`config.mk`:
```
export PLATFORM = sky130hd
export DESIGN_NAME = reg_dump_streamer
export DESIGN_NICKNAME = d
export VERILOG_FILES = /design/src/rtl/reg_dump_streamer.sv
export SDC_FILE = /design/constraint.sdc
export NUM_CORES = 1
export LEC_CHECK = 0
export ABC_AREA = 1
export CAP_MARGIN = 20
export CORE_UTILIZATION = 40
export CTS_CLUSTER_SIZE = 14
export DETAILED_ROUTE_END_ITERATION = 16
export GPL_TIMING_DRIVEN = 0
export PLACE_DENSITY = 0.62
export SLEW_MARGIN = 20
export SYNTH_ARGS = -nofsm -noshare
export SYNTH_HDL_FRONTEND = slang
export SYNTH_SLANG_ARGS = --single-unit
```
`constraint.sdc`:
```
create_clock -name regi_clk -period 4.1 [get_ports regi_clk]
set_input_delay 0.82 -clock regi_clk [delete_from_list [all_inputs] [get_ports regi_clk]]
set_output_delay 0.82 -clock regi_clk [all_outputs]
set_load 0.02 [all_outputs]
```
`src/rtl/reg_dump_streamer.sv`:
```
// Register-file dump streamer.
// Reads every debug address once per frame and sends the values as a byte stream:
// HEADER, {hi, lo} per register (address 0 first), then the XOR of every byte before it.
module reg_dump_streamer #(
    parameter int unsigned NUM_REGS = 16,
    parameter int unsigned ADDR_W   = 4,
    parameter int unsigned DATA_W   = 16,
    parameter logic [7:0]  HEADER   = 8'hA5
) (
    input  logic              regi_clk,
    input  logic              regi_rst,
    input  logic              dmpi_start,
    output logic [ADDR_W-1:0] dmpo_dbg_addr,
    input  logic [DATA_W-1:0] dmpi_dbg_data,
    output logic [7:0]        dmpo_byte,
    output logic              dmpo_valid,
    input  logic              dmpi_ready,
    output logic              dmpo_busy,
    output logic              dmpo_done
);

    localparam logic [ADDR_W-1:0] LAST_IDX = ADDR_W'(NUM_REGS - 1);

    typedef enum logic [2:0] {
        S_IDLE,
        S_HDR,
        S_CAP,
        S_HI,
        S_LO,
        S_CSUM,
        S_DONE
    } state_t;

    state_t              state_q, state_d;
    logic [ADDR_W-1:0]   idx_q, idx_d;
    logic [DATA_W-1:0]   shadow_q, shadow_d;
    logic [7:0]          csum_q, csum_d;
    logic [7:0]          byte_q, byte_d;
    logic                valid_q, valid_d;
    logic                busy_q, busy_d;
    logic                done_q, done_d;
    logic                hs_c;

    // Byte leaves the block on this edge.
    assign hs_c = valid_q & dmpi_ready;

    // State register.
    always_ff @(posedge regi_clk or negedge regi_rst) begin
        if (!regi_rst) begin
            state_q <= S_IDLE;
        end else begin
            state_q <= state_d;
        end
    end

    // Next-state: streaming states advance only when their byte is accepted.
    always_comb begin
        state_d = state_q;
        case (state_q)
            S_IDLE: if (dmpi_start) state_d = S_HDR;
            S_HDR:  if (hs_c) state_d = S_CAP;
            S_CAP:  state_d = S_HI;
            S_HI:   if (hs_c) state_d = S_LO;
            S_LO:   if (hs_c) state_d = (idx_q == LAST_IDX) ? S_CSUM : S_CAP;
            S_CSUM: if (hs_c) state_d = S_DONE;
            S_DONE: state_d = S_IDLE;
            default: state_d = S_IDLE;
        endcase
    end

    // Datapath updates and registered output values, aligned with the next state.
    always_comb begin
        idx_d    = idx_q;
        shadow_d = shadow_q;
        csum_d   = csum_q;
        byte_d   = byte_q;

        case (state_q)
            S_IDLE: begin
                if (dmpi_start) begin
                    idx_d  = '0;
                    csum_d = '0;
                end
            end
            S_HDR:  if (hs_c) csum_d = csum_q ^ HEADER;
            S_CAP:  shadow_d = dmpi_dbg_data;
            S_HI:   if (hs_c) csum_d = csum_q ^ byte_q;
            S_LO: begin
                if (hs_c) begin
                    csum_d = csum_q ^ byte_q;
                    if (idx_q != LAST_IDX) idx_d = idx_q + ADDR_W'(1);
                end
            end
            default: ;
        endcase

        // A stalled state recomputes the same byte, so byte/valid hold while not accepted.
        case (state_d)
            S_HDR:  byte_d = HEADER;
            S_HI:   byte_d = shadow_d[DATA_W-1 -: 8];
            S_LO:   byte_d = shadow_d[7:0];
            S_CSUM: byte_d = csum_d;
            default: ;
        endcase

        valid_d = (state_d == S_HDR) || (state_d == S_HI) ||
                  (state_d == S_LO)  || (state_d == S_CSUM);
        busy_d  = (state_d != S_IDLE);
        done_d  = (state_d == S_DONE);
    end

    // Datapath and output registers.
    always_ff @(posedge regi_clk or negedge regi_rst) begin
        if (!regi_rst) begin
            idx_q    <= '0;
            shadow_q <= '0;
            csum_q   <= '0;
            byte_q   <= '0;
            valid_q  <= 1'b0;
            busy_q   <= 1'b0;
            done_q   <= 1'b0;
        end else begin
            idx_q    <= idx_d;
            shadow_q <= shadow_d;
            csum_q   <= csum_d;
            byte_q   <= byte_d;
            valid_q  <= valid_d;
            busy_q   <= busy_d;
            done_q   <= done_d;
        end
    end

    assign dmpo_dbg_addr = idx_q;
    assign dmpo_byte     = byte_q;
    assign dmpo_valid    = valid_q;
    assign dmpo_busy     = busy_q;
    assign dmpo_done     = done_q;

endmodule

```
* Word-level counts from Yosys, hierarchy flattened *
Cells that the tools add are included.

storage, ports and cells
  flip-flop bits (word level) = 42
  input bits = 20
  output and inout port bits = 15
  word-level logic and storage cells = 53

cells by class
  add/sub/neg operators = 1
  equality and inequality tests = 15
  mux-type cells = 17
  bitwise logic cells = 3
  reductions and logical operators = 9

operators by type and width
  operator                                              count
  case mux 8 bit (4 select lines)                       1
  2-to-1 mux 8 bit                                      3
  case mux 8 bit (3 select lines)                       1
  2-to-1 mux 3 bit                                      6
  case mux 3 bit (6 select lines)                       1
  2-to-1 mux 16 bit                                     1
  equality test 3 bit (second input constant)           5
  2-to-1 mux 4 bit                                      3
  equality test 3 x 2 -> 1 bit (second input constant)  3
  case mux 4 bit (2 select lines)                       1
  XOR 8 bit                                             1
  equality test 3 x 1 -> 1 bit (second input constant)  2
  != test 2 bit (second input constant)                 3
  adder 4 x 1 -> 4 bit (second input constant)          1
  equality test 4 bit (second input constant)           1
  != test 4 bit (second input constant)                 1
  NOT 4 bit                                             1
  AND reduction 4 bit                                   1
  nonzero test 4 bit                                    1
  logical NOT 3 bit                                     1
  logical OR 1 bit                                      3
  nonzero test 3 bit                                    1
  nonzero test 2 bit                                    1
  OR reduction 2 bit                                    1
  bitwise AND 1 bit                                     1

* Logic depth before layout (Yosys ltp) *
Gate-level depths: netlist of the first run.

  depth in word-level cells = 8
  gate-level depth with buffers = 12
  depth with buffers taken out = 11

* Worst setup path before layout of the first run *
OpenSTA, ideal clock, no wires.

  kind = in2reg
  from = in dmpi_ready
  to = reg byte_q[3] (netlist: dmpo_byte[3])
  setup time = 0.130 ns
  data arrival time = 1.699 ns
  data required time = 3.970 ns
  setup slack = 2.272 ns
  cell stages on the path = 10
  path buffers = 2
  cells stage by stage = nand2_2 > inv_2 > buf_4 > buf_4 > nand2_1 > nand2_1 > nand3_1 > o21ai_1 > a21boi_0 > nand3_1

on the way
  elaborated cells between the ends (all ways) = 14

RTL lines
  item                             line    text
  start: declaration               17      input logic dmpi_ready,
  bitwise AND 1 bit                45      assign hs_c = valid_q & dmpi_ready;
  2-to-1 mux 8 bit                 87, 89
  case mux 8 bit (3 select lines)  78      case (state_q)
  named net csum_d[3]              37      logic [7:0] csum_q, csum_d;
  case mux 8 bit (4 select lines)  98      case (state_d)
  end signal: assignment           126     byte_q <= byte_d;
  end: declaration                 38      logic [7:0] byte_q, byte_d;

The timed path passes the listed nets, and every way through them passes these cells.
A chain may end at the register's enable or synchronous reset.

* Worst setup path after layout of the first run *
  from = in dmpi_ready
  to = reg byte_q[7] (netlist: dmpo_byte[7])

on the way
  word-level cells in the longest chain between the ends = 5
  elaborated cells between the ends (all ways) = 15

RTL lines
  item                                                                          line  text
  bitwise AND 1 bit (*)                                                         45
  2-to-1 mux 3 bit, on equally long branches                                    -
  case mux 3 bit (6 select lines)                                               59    case (state_q)
  equality test 3 bit, or another cell as far along                             98
  case mux 8 bit (4 select lines) / nonzero test 4 bit (equally long branches)  -

Every way passes the cells marked *; elsewhere a longest branch is shown, timed or not.

==> results of run 1 <==
where the power goes:
| part | total (W) | switching [W] | internal [W] | leakage [nW] |
|---|---|---|---|---|
| Clock | 0.000275 | 0.000139 | 0.000136 | 0.0482 |
| Sequential | 0.000716 | 0.000118 | 0.000597 | 0.526 |
| Combinational | 0.00114 | 0.000722 | 0.000419 | 0.762 |
per-layer routing:
metal  part of all wire  up-vias  track usage
met5                  0        -            0
met4              0.014        0       0.0692
met3              0.038        7       0.0371
met2               0.46       37        0.302
met1               0.49      833        0.242
li1                   -      979            -
cells by family after synthesis:
family          synth area share
compound gates            0.0494
xor+xnor                  0.0119
fa+ha+maj                0.00567
buf+inv                   0.0590
flops                      0.477
simple gates               0.397
layout make-up:
class / instances / area [um2] / share of cell area
tap: 70 / 87.6 / 0.0320
sequential: 42 / 1050 / 0.384
buffer: 5 / 48.8 / 0.0178
multi-input combinational: 214 / 1020 / 0.374
timing repair buffer: 35 / 355 / 0.130
clock buffer: 7 / 86.3 / 0.0315
clock inverter: 1 / 5.00 / 0.00183
inverter: 21 / 81.3 / 0.0297
registers in the layout, summed over array words and instances (netlist names):
name	flops
dmpo_dbg_addr	4
state_q	3
dmpo_done	1
dmpo_busy	1
csum_q	8
shadow_q	16
dmpo_valid	1
dmpo_byte	8
layout by cell type (no fill, tap or decap), types with 2 or more instances in the layout:
cell type and n:
nor2_1 20, o21ai_0 4, nand2_4 3, a21oi_1 3
nand3_1 33, buf_4 2, o31ai_1 2, inv_2 6
a21boi_0 4, o21ai_1 4, dfrtp_1 42, clkbuf_8 6
clkdlybuf4s50_1 33, xnor2_1 2, inv_1 14, buf_6 3
nand2_2 21, nand4_1 3, nand2_1 108
worst register-to-register path: stages, from the launching register on:
cell	delay [ns]
dfrtp_1	0.42
ha_1	0.24
nand3_1	0.11
nor2_1	0.07
o21ai_1	0.22
nand2_2	0.21
nor2_4	0.21
nand2_4	0.10
nor2_1	0.09
nor2_1	0.05
how the worst max path moves through the flow:
stage               startpoint                  endpoint  slack (ns)  cells past startpoint
floorplan           dmpi_ready  dmpo_byte[3]$_DFFE_PN0P_        2.27                     10
global route        dmpi_ready  dmpo_byte[7]$_DFFE_PN0P_        1.67                     10
detailed placement  dmpi_ready  dmpo_byte[7]$_DFFE_PN0P_        1.48                     11
finish              dmpi_ready  dmpo_byte[7]$_DFFE_PN0P_        1.77                     11
CTS                 dmpi_ready  dmpo_byte[7]$_DFFE_PN0P_        1.79                     11
global placement      regi_rst     shadow_q[5]$_DFF_PN0_        1.03                      1
stage by stage:
| step | power [W] | utilization | setup slack, ns |
|---|---|---|---|
| floorplan | 0.00152 | - | 2.27 |
| global placement | 0.00185 | 0.506 | 1.03 |
| detailed placement | 0.00188 | 0.509 | 1.48 |
| CTS | 0.00216 | 0.526 | 1.79 |
| global route | 0.00234 | 0.526 | 1.67 |
| finish | 0.00213 | 0.526 | 1.77 |
==> key figures, run 1 <==
Global routing
  – First-pass GRT wire length: 8430 um
  – Global-route usage over all layers: 0.185
  – Number of global-route vias before repair: 1802
  – Initial antenna violation count: 0
  – Grt ovf: 0
  – Largest net degree at the start of global routing: 25

Timing
  – Setup_tns: 0 ns
  – Clock skew: 0.00655 ns
  – Count of final setup violators: 0
  – Worst slew pin tran: 0.464 ns
  – Fmax: 430 MHz
  – RSZ-0062 raised after global routing: no
  – Hold slack: 0.469 ns
  – Tcrit/Tclk final: 0.567
  – Max-slew headroom: 0.691
  – Hold Vio Cnt, Final: 0
  – Fin. max-slew vios: 0
  – Min cycle time layout: 2.33 ns

Synthesis
  – Cell accounting for the most synthesized area: dfrtp_1
  – Post-synth net total: 303
  – Main area contributors after synthesis: dfrtp_1 (48%), nand2_1 (18%), nand3_1 (7.5%)
  – Yosys warnings: 0
  – Top cells by count, synth: nand2_1 (108), dfrtp_1 (42), nand3_1 (33)
  – Synth cell types: 25
  – Post-Synthesis Cells: 282
  – Synthesis-stage register bit count: 42
  – Synth Flop Type: dfrtp_1
  – Post-synth EDFFs: 0
  – Post-Syn Area: 2200 um2
  – Post-synth ARST share: 1.00
  – Count leader, synth: nand2_1
  – Top-area cell type share of the netlist area: 0.477
  – Syn Area/Cell: 7.82 um2
  – Register area share after synthesis: 0.477

Place
  – Cells after DPL: 387
  – Hpwl dp: 3580 um
  – GPL Wtd Cong: 0.806
  – Placed cell area: 2650 um2
  – Buffers on Ports: 34

Setup path
  – Slowest stage cell, crit path: clkdlybuf4s50_1
  – Reg2reg setup slack: 2.28 ns
  – Startpoint Class: input port
  – Crit path buf inv count: 5
  – Crit path max-delay family: buffers and inverters
  – CP Cell Sequence: clkdlybuf4s50_1, nand2_2, inv_2, buf_4, nand2_2, nand2_4, inv_1, nand4_1, inv_1, nor2_1, nor2_1
  – FF-to-FF path depth: 9
  – Arrival time at the worst endpoint: 2.51 ns
  – Crit path kind: in2reg
  – CP peak stage delay: 0.51 ns
  – Origin of the critical flop-to-flop path: dmpo_dbg_addr[0]$_DFFE_PN0P_
  – Crit Reg-Reg Endpoint: dmpo_byte[7]$_DFFE_PN0P_
  – Crit Path Max Fanout: 10
  – Crit path capture type: register
  – Critical path data required time: 4.28 ns

Clock network
  – Post-CTS setup buffers: 0
  – Clock Path Buffers: 2
  – Skew-Pair Late Insertion Delay: 0.29 ns
  – TritonCTS buffer count: 5
  – CTS HTree Levels: 2
  – # resized after CTS: 0
  – Root buffer cell: clkbuf_8
  – Reg clk slew, reported paths: 0.08 ns
  – Num Clock Sinks: 42
  – CTS Hold Bufs: 0
  – CTS tree: yes

Route
  – DRT antenna net count: 0
  – Total iterations of the first detailed-routing run: 4
  – Post-DR vias/cell: 4.70
  – Wire per inst: 12.2 um
  – DRC errors left: 0
  – Starting DRT DRC Count: 69
  – Via count: 1856
  – Total Wirelength: 4840 um

Power
  – Max VDD drop: 0.000279 V
  – Pwr/cell area: 778 nW/um2
  – Leakage: 1.34 nW

Layout
  – # nets final: 345
  – Post-route cell area: 2740 um2
  – Layout cells sized above 1: 0.154
  – Post-Layout Cell Count: 395
  – Diode count: 0
  – Fillers: 516
  – Layout Area Growth over Synthesis: 24.2%

Die
  – Initial core utilization: 0.424
  – Core region area: 5200 um2
  – Die height: 76.2 um
  – Std-Cell Rows: 26
  – IO Count: 35
  – Die area: 5810 um2
  – Die W: 76.2 um

Min path
  – Hold WC Path Type: in2async

Job
  – Max-cap violations: 0

Outcome
  – Status: completed
Power figures use the tool's default switching activity.
==> run 2, diff against run 1 <==
--- a/config.mk
+++ b/config.mk
@@ -11,7 +11,7 @@
 export CTS_CLUSTER_SIZE = 14
 export DETAILED_ROUTE_END_ITERATION = 16
 export GPL_TIMING_DRIVEN = 0
-export PLACE_DENSITY = 0.62
+export PLACE_DENSITY = 0.65
 export SLEW_MARGIN = 20
 export SYNTH_ARGS = -nofsm -noshare
 export SYNTH_HDL_FRONTEND = slang
==> constraint.sdc (replaced) <==
create_clock -name regi_clk -period 2.1 [get_ports regi_clk]
set_input_delay 0.42 -clock regi_clk [delete_from_list [all_inputs] [get_ports regi_clk]]
set_output_delay 0.42 -clock regi_clk [all_outputs]
set_load 0.02 [all_outputs]
==> run 2 against run 1 <==
  * Design area rose by 0.68%
  * Worst setup slack worse by 1.6 ns
  * Via count increased by 3.1%
  * Register-to-register slack worse by 2.0 ns
  * Sequential cell count did not move
  * Critical endpoint is now dmpo_byte[5]$_DFFE_PN0P_
  * Largest power group unchanged
  * Highest routed layer unchanged
==> key figures, run 2 (synthesized netlist as in run 1, its figures left out) <==
Power
  – Max VDD drop: 0.000628 V (+120%)
  – Pwr/cell area: 1530 nW/um2 (+96%)
  – Leakage: 1.35 nW (+0.69%)

Clock network
  – CTS tree: yes
  – Post-CTS setup buffers: 0 (unchanged)
  – Clock Path Buffers: 2 (unchanged)
  – Reg clk slew, reported paths: 0.08 ns (about the same)
  – CTS HTree Levels: 2 (unchanged)
  – CTS Hold Bufs: 0 (unchanged)
  – Root buffer cell: clkbuf_8
  – Skew-Pair Late Insertion Delay: 0.30 ns (about the same)
  – # resized after CTS: 0 (unchanged)
  – TritonCTS buffer count: 5 (unchanged)
  – Num Clock Sinks: 42 (unchanged)

Layout
  – Most common cell after layout, fill and taps aside: nand2_1
  – Max FFs per register: 16 (unchanged)
  – Diode count: 0 (unchanged)
  – # nets final: 345 (unchanged)
  – Fillers: 531 (+2.9%)
  – Register area: 1050 um2 (unchanged)
  – Layout cells sized above 1: 0.157 (+0.00308)
  – Layout Area Growth over Synthesis: 25.1%
  – Most frequent cells in the layout: nand2_1 (108), dfrtp_1 (42), nand3_1 (33), clkdlybuf4s50_1 (33), nand2_2 (21)
  – Area occupied by multi-input gates: 1020 um2 (unchanged)
  – Most flops, register: shadow_q

Min path
  – Hold WC Path Type: in2async

Route
  – Wire per inst: 12.0 um (-1.8%)
  – Post-DR vias/cell: 4.84 (+3.1%)
  – DRT antenna net count: 0 (unchanged)
  – Via count: 1913 (+3.1%)
  – Total Wirelength: 4750 um (-1.8%)
  – DRC errors left: 0 (unchanged)
  – Starting DRT DRC Count: 114 (+65%)
  – Total iterations of the first detailed-routing run: 4 (unchanged)

Global routing
  – Grt ovf: 0 (unchanged)
  – Largest net degree at the start of global routing: 26 (+4.0%)
  – Most Crowded Layer GR: met2
  – Initial antenna violation count: 0 (unchanged)
  – Number of global-route vias before repair: 1823 (+1.2%)
  – First-pass GRT wire length: 8340 um (-1.1%)
  – Met3 Track Usage GR: 0.0359 (-0.00120)
  – M2 GR Usage: 0.314 (+0.0117)
  – Global-route usage over all layers: 0.182 (-0.00295)
  – Met1 GRT Util: 0.229 (-0.0133)

Die
  – IO Count: 35 (unchanged)
  – Die W: 76.2 um (unchanged)
  – Die area: 5810 um2 (unchanged)
  – Std-Cell Rows: 26 (unchanged)
  – Initial core utilization: 0.424 (unchanged)
  – Core region area: 5200 um2 (unchanged)
  – Die height: 76.2 um (unchanged)

Timing
  – Worst slew pin tran: 0.481 ns (+0.0175 ns)
  – Min cycle time layout: 1.89 ns
  – Hold Vio Cnt, Final: 0 (unchanged)
  – RSZ-0062 raised after global routing: no
  – Clock skew: 0.00568 ns (-0.000869 ns)
  – Max-slew headroom: 0.678 (-0.0129)
  – Fmax: 529 MHz
  – Setup_tns: 0 ns (unchanged)
  – Fin. max-slew vios: 0 (unchanged)
  – Count of final setup violators: 0 (unchanged)
  – Final Worst Setup Slack: 0.208 ns (-1.57 ns)
  – Tcrit/Tclk final: 0.901

Place
  – Hpwl dp: 3480 um (-2.6%)
  – Buffers on Ports: 34 (unchanged)
  – Pre-CTS setup slack: -0.119 ns (-1.60 ns)
  – GPL Wtd Cong: 0.851 (+5.7%)

Setup path
  – Crit path capture type: register
  – Reg2reg setup slack: 0.30 ns (-1.98 ns)
  – Startpoint Class: input port
  – Crit Path Max Fanout: 9 (-1)
  – Critical path data required time: 2.29 ns (-1.99 ns)
  – Crit path kind: in2reg
  – Arrival time at the worst endpoint: 2.08 ns (-0.43 ns)

Job
  – Max-cap violations: 0 (unchanged)

Outcome
  – Status: completed
[run 2: cell types whose count changed in the layout (fill, tap and decap cells not counted)]
| cell | before | now |
|---|---|---|
| clkbuf_8 | 6 | 8 |
| clkbuf_1 | 1 | 0 |
| clkinv_2 | 1 | 0 |
[run 2: final cells by class]
cell class,count,area share
repair buffers,35,0.129
clock buffers,8,0.0399
well taps,70,0.0318
flip-flops and latches,42,0.381
multi-input cells,214,0.371
inverters,21,0.0295
plain buffers,5,0.0177
[run 2: worst paths after layout]
| path | from | end | cells past startpoint |
|---|---|---|---|
| max | dmpi_ready | dmpo_byte[5]$_DFFE_PN0P_ | 10 |
| min | regi_rst | dmpo_dbg_addr[2]$_DFFE_PN0P_ | 1 |
| min reg2reg | shadow_q[13]$_DFF_PN0_ | shadow_q[13]$_DFF_PN0_ | 2 |
| min in group regi_clk | shadow_q[13]$_DFF_PN0_ | shadow_q[13]$_DFF_PN0_ | 2 |
| max in group asynchronous | regi_rst | shadow_q[9]$_DFF_PN0_ | 2 |
| max reg2reg | dmpo_dbg_addr[0]$_DFFE_PN0P_ | dmpo_byte[5]$_DFFE_PN0P_ | 9 |
[run 2: routing by layer]
| metal | up-vias | part of all wire |
|---|---|---|
| li1 | 983 | - |
| met1 | 874 | 0.47 |
| met2 | 50 | 0.48 |
| met3 | 6 | 0.035 |
| met4 | 0 | 0.014 |
| met5 | - | 0 |
[run 2: worst max-delay path, stage by stage]
cell and delay, ns:
clkdlybuf4s50_1 0.52, nand2_2 0.15, inv_2 0.08, nor2_1 0.06
o21ai_1 0.21, nand2_2 0.19, nor2_4 0.21, nand2_4 0.10
nor2_1 0.09, nor2_1 0.05
[run 2: power breakdown]
group	internal (W)	switching (W)	total, W
clock network	0.000332	0.000274	0.000606
registers	0.00117	0.000221	0.00139
logic	0.000819	0.00140	0.00222
total	0.00232	0.00190	0.00422
[run 2: through the flow]
step / instance area, um2 / hold slack (ns) / instances / power (W) / utilization
after global routing: 2760 / 0.0825 / 395 / 0.00460 / 0.530
after detailed placement: 2650 / 0.392 / 387 / 0.00364 / 0.509
after CTS: 2760 / 0.0677 / 395 / 0.00426 / 0.530
after floorplan: 2200 / 0.124 / 282 / 0.00297 / -
final: 2760 / 0.0575 / 395 / 0.00422 / 0.530
after global placement: 2630 / 0.455 / 386 / 0.00360 / 0.506
==> run 3, diff against run 2 <==
--- a/config.mk
+++ b/config.mk
@@ -7,11 +7,13 @@
 export LEC_CHECK = 0
 export ABC_AREA = 1
 export CAP_MARGIN = 20
-export CORE_UTILIZATION = 40
+export CELL_PAD_IN_SITES_DETAIL_PLACEMENT = 1
+export CELL_PAD_IN_SITES_GLOBAL_PLACEMENT = 1
+export CORE_UTILIZATION = 35
 export CTS_CLUSTER_SIZE = 14
 export DETAILED_ROUTE_END_ITERATION = 16
 export GPL_TIMING_DRIVEN = 0
-export PLACE_DENSITY = 0.65
+export PLACE_DENSITY = 0.84
 export SLEW_MARGIN = 20
 export SYNTH_ARGS = -nofsm -noshare
 export SYNTH_HDL_FRONTEND = slang
==> run 3 against run 2 <==
  * Non-clock buffer count unchanged
  * Sequential share of layout area about the same
  * Worst hold slack better by 0.058 ns
  * Count of clock-buffer cells in the layout fell by 2
  * Critical endpoint is now dmpo_byte[2]$_DFFE_PN0P_
  * Largest cell class unchanged
==> key figures, run 3 (synthesized netlist as in run 1, its figures left out) <==
Outcome
  – Status: completed

Timing
  – Fmax: 508 MHz (-4.0%)
  – Clock skew: 0.00878 ns (+0.00310 ns)
  – Final Worst Setup Slack: 0.130 ns (-0.0784 ns)
  – RSZ-0062 raised after global routing: no
  – Max-slew headroom: 0.602 (-0.0761)
  – Worst slew pin tran: 0.597 ns (+0.116 ns)
  – Tcrit/Tclk final: 0.938 (+0.0374)
  – Hold Vio Cnt, Final: 0 (unchanged)
  – Min cycle time layout: 1.97 ns (+0.0784 ns)
  – Fin. max-slew vios: 0 (unchanged)
  – Count of final setup violators: 0 (unchanged)

Route
  – Via count: 1974 (+3.2%)
  – Post-DR vias/cell: 4.94 (+1.9%)
  – Wire per inst: 14.3 um (+19%)
  – DRT antenna net count: 0 (unchanged)
  – Total iterations of the first detailed-routing run: 4 (unchanged)
  – DRC errors left: 0 (unchanged)
  – Total Wirelength: 5700 um (+20%)
  – Starting DRT DRC Count: 116 (+1.8%)

Setup path
  – Crit Path Max Fanout: 9 (unchanged)
  – Arrival time at the worst endpoint: 2.17 ns (+0.09 ns)
  – Startpoint Class: input port
  – Critical path data required time: 2.29 ns (about the same)
  – Reg2reg setup slack: 0.24 ns (-0.06 ns)
  – Crit path kind: in2reg
  – Crit path capture type: register

Clock network
  – Skew-Pair Late Insertion Delay: 0.30 ns (about the same)
  – CTS Hold Bufs: 0 (unchanged)
  – CTS tree: yes
  – CTS HTree Levels: 2 (unchanged)
  – Clock Path Buffers: 2 (unchanged)
  – Reg clk slew, reported paths: 0.09 ns (about the same)
  – Root buffer cell: clkbuf_8
  – Num Clock Sinks: 42 (unchanged)
  – TritonCTS buffer count: 5 (unchanged)

Min path
  – Hold WC Path Type: in2async

Die
  – Die W: 81.4 um (+6.7%)
  – Initial core utilization: 0.368 (-0.0556)
  – IO Count: 35 (unchanged)
  – Die area: 6620 um2 (+14%)
  – Std-Cell Rows: 28 (+7.7%)
  – Core region area: 5990 um2 (+15%)
  – Die height: 81.4 um (+6.7%)

Place
  – Pre-CTS setup slack: -0.167 ns (-0.0485 ns)
  – GPL Wtd Cong: 0.817 (-4.1%)
  – Buffers on Ports: 34 (unchanged)
  – Placed cell area: 2660 um2 (+0.52%)
  – Hpwl dp: 4290 um (+23%)

Power
  – Max VDD drop: 0.000538 V (-14%)
  – Leakage: 1.34 nW (-0.53%)
  – Pwr/cell area: 1560 nW/um2 (+1.8%)

Global routing
  – First-pass GRT wire length: 9740 um (+17%)
  – Global-route usage over all layers: 0.197 (+0.0148)
  – Number of global-route vias before repair: 2038 (+12%)
  – Met1 GRT Util: 0.249 (+0.0202)
  – Met3 Track Usage GR: 0.0303 (-0.00559)
  – Largest net degree at the start of global routing: 25 (-3.8%)
  – M2 GR Usage: 0.335 (+0.0215)
  – Most Crowded Layer GR: met2
  – Grt ovf: 0 (unchanged)
  – Initial antenna violation count: 0 (unchanged)

Layout
  – Max FFs per register: 16 (unchanged)
  – Layout cells sized above 1: 0.157 (unchanged)
  – # nets final: 345 (unchanged)
  – Diode count: 0 (unchanged)
  – Fillers: 736 (+39%)
  – Most flops, register: shadow_q
  – Post-route cell area: 2760 um2 (about the same)
  – Layout Area Growth over Synthesis: 25.0% (about the same)
  – Most frequent cells in the layout: nand2_1 (108), dfrtp_1 (42), nand3_1 (33), clkdlybuf4s50_1 (33), nand2_2 (21)
  – Most common cell after layout, fill and taps aside: nand2_1

Job
  – Max-cap violations: 0 (unchanged)
-- run 3: cell types whose count changed in the layout (fill, tap and decap cells not counted) --
cell and change:
buf_16 +1, buf_12 -1, clkinvlp_4 +1, a21boi_1 +1, clkbuf_8 -2, clkinv_2 +1, a21boi_0 -1
-- run 3: power by group --
part	switching [W]	internal [W]
Clock	0.000296	0.000265
Combinational	0.00150	0.000822
Sequential	0.000240	0.00117
Total	0.00204	0.00225
-- run 3: stage by stage --
step	hold WS [ns]	total power, W	setup TNS (ns)	util	cells
floorplan	0.124	0.00297	0	-	282
global placement	0.457	0.00362	-23.14	0.440	391
detailed placement	0.466	0.00376	-1.16	0.444	392
CTS	0.141	0.00433	0	0.460	400
global route	0.169	0.00466	0	0.460	400
finish	0.115	0.00429	0	0.460	400
-- run 3: layout make-up --
class	count	area [um2]	share of cell area
inverters	21	81.3	0.0295
repair buffers	35	363	0.132
clock inverters	2	12.5	0.00454
plain buffers	5	48.8	0.0177
well taps	75	93.8	0.0340
clock buffers	6	82.6	0.0300
multi-input cells	214	1020	0.371
flip-flops and latches	42	1050	0.381
-- run 3: worst paths after layout --
path / start / to / cells past startpoint
max in group asynchronous: regi_rst / dmpo_byte[5]$_DFFE_PN0P_ / 2
setup reg to reg: dmpo_dbg_addr[0]$_DFFE_PN0P_ / dmpo_byte[2]$_DFFE_PN0P_ / 9
hold reg to reg: shadow_q[3]$_DFF_PN0_ / shadow_q[3]$_DFF_PN0_ / 2
hold / removal: regi_rst / shadow_q[9]$_DFF_PN0_ / 1
min in group regi_clk: shadow_q[3]$_DFF_PN0_ / shadow_q[3]$_DFF_PN0_ / 2
setup / recovery: dmpi_ready / dmpo_byte[2]$_DFFE_PN0P_ / 10
-- run 3: worst max-delay path: stages --
cell and delay, ns:
clkdlybuf4s50_1 0.51, nand2_2 0.16, inv_2 0.09, nor2_1 0.06
o21ai_1 0.25, nand2_2 0.21, nor2_4 0.21, nand2_4 0.11
nor2_1 0.10, nor2_1 0.05
-- run 3: timing repair --
| action | CTS | global route |
|---|---|---|
| setup endpoints to repair | 0 | 1 |
| resized for setup | 0 | 1 |
| setup buffers | 0 | 0 |
-- run 3: metal layers --
metal  vias up  part of all wire
met5         -                 0
met2        35              0.50
li1        980                 -
met1       949              0.46
met3        10             0.024
met4         0             0.021
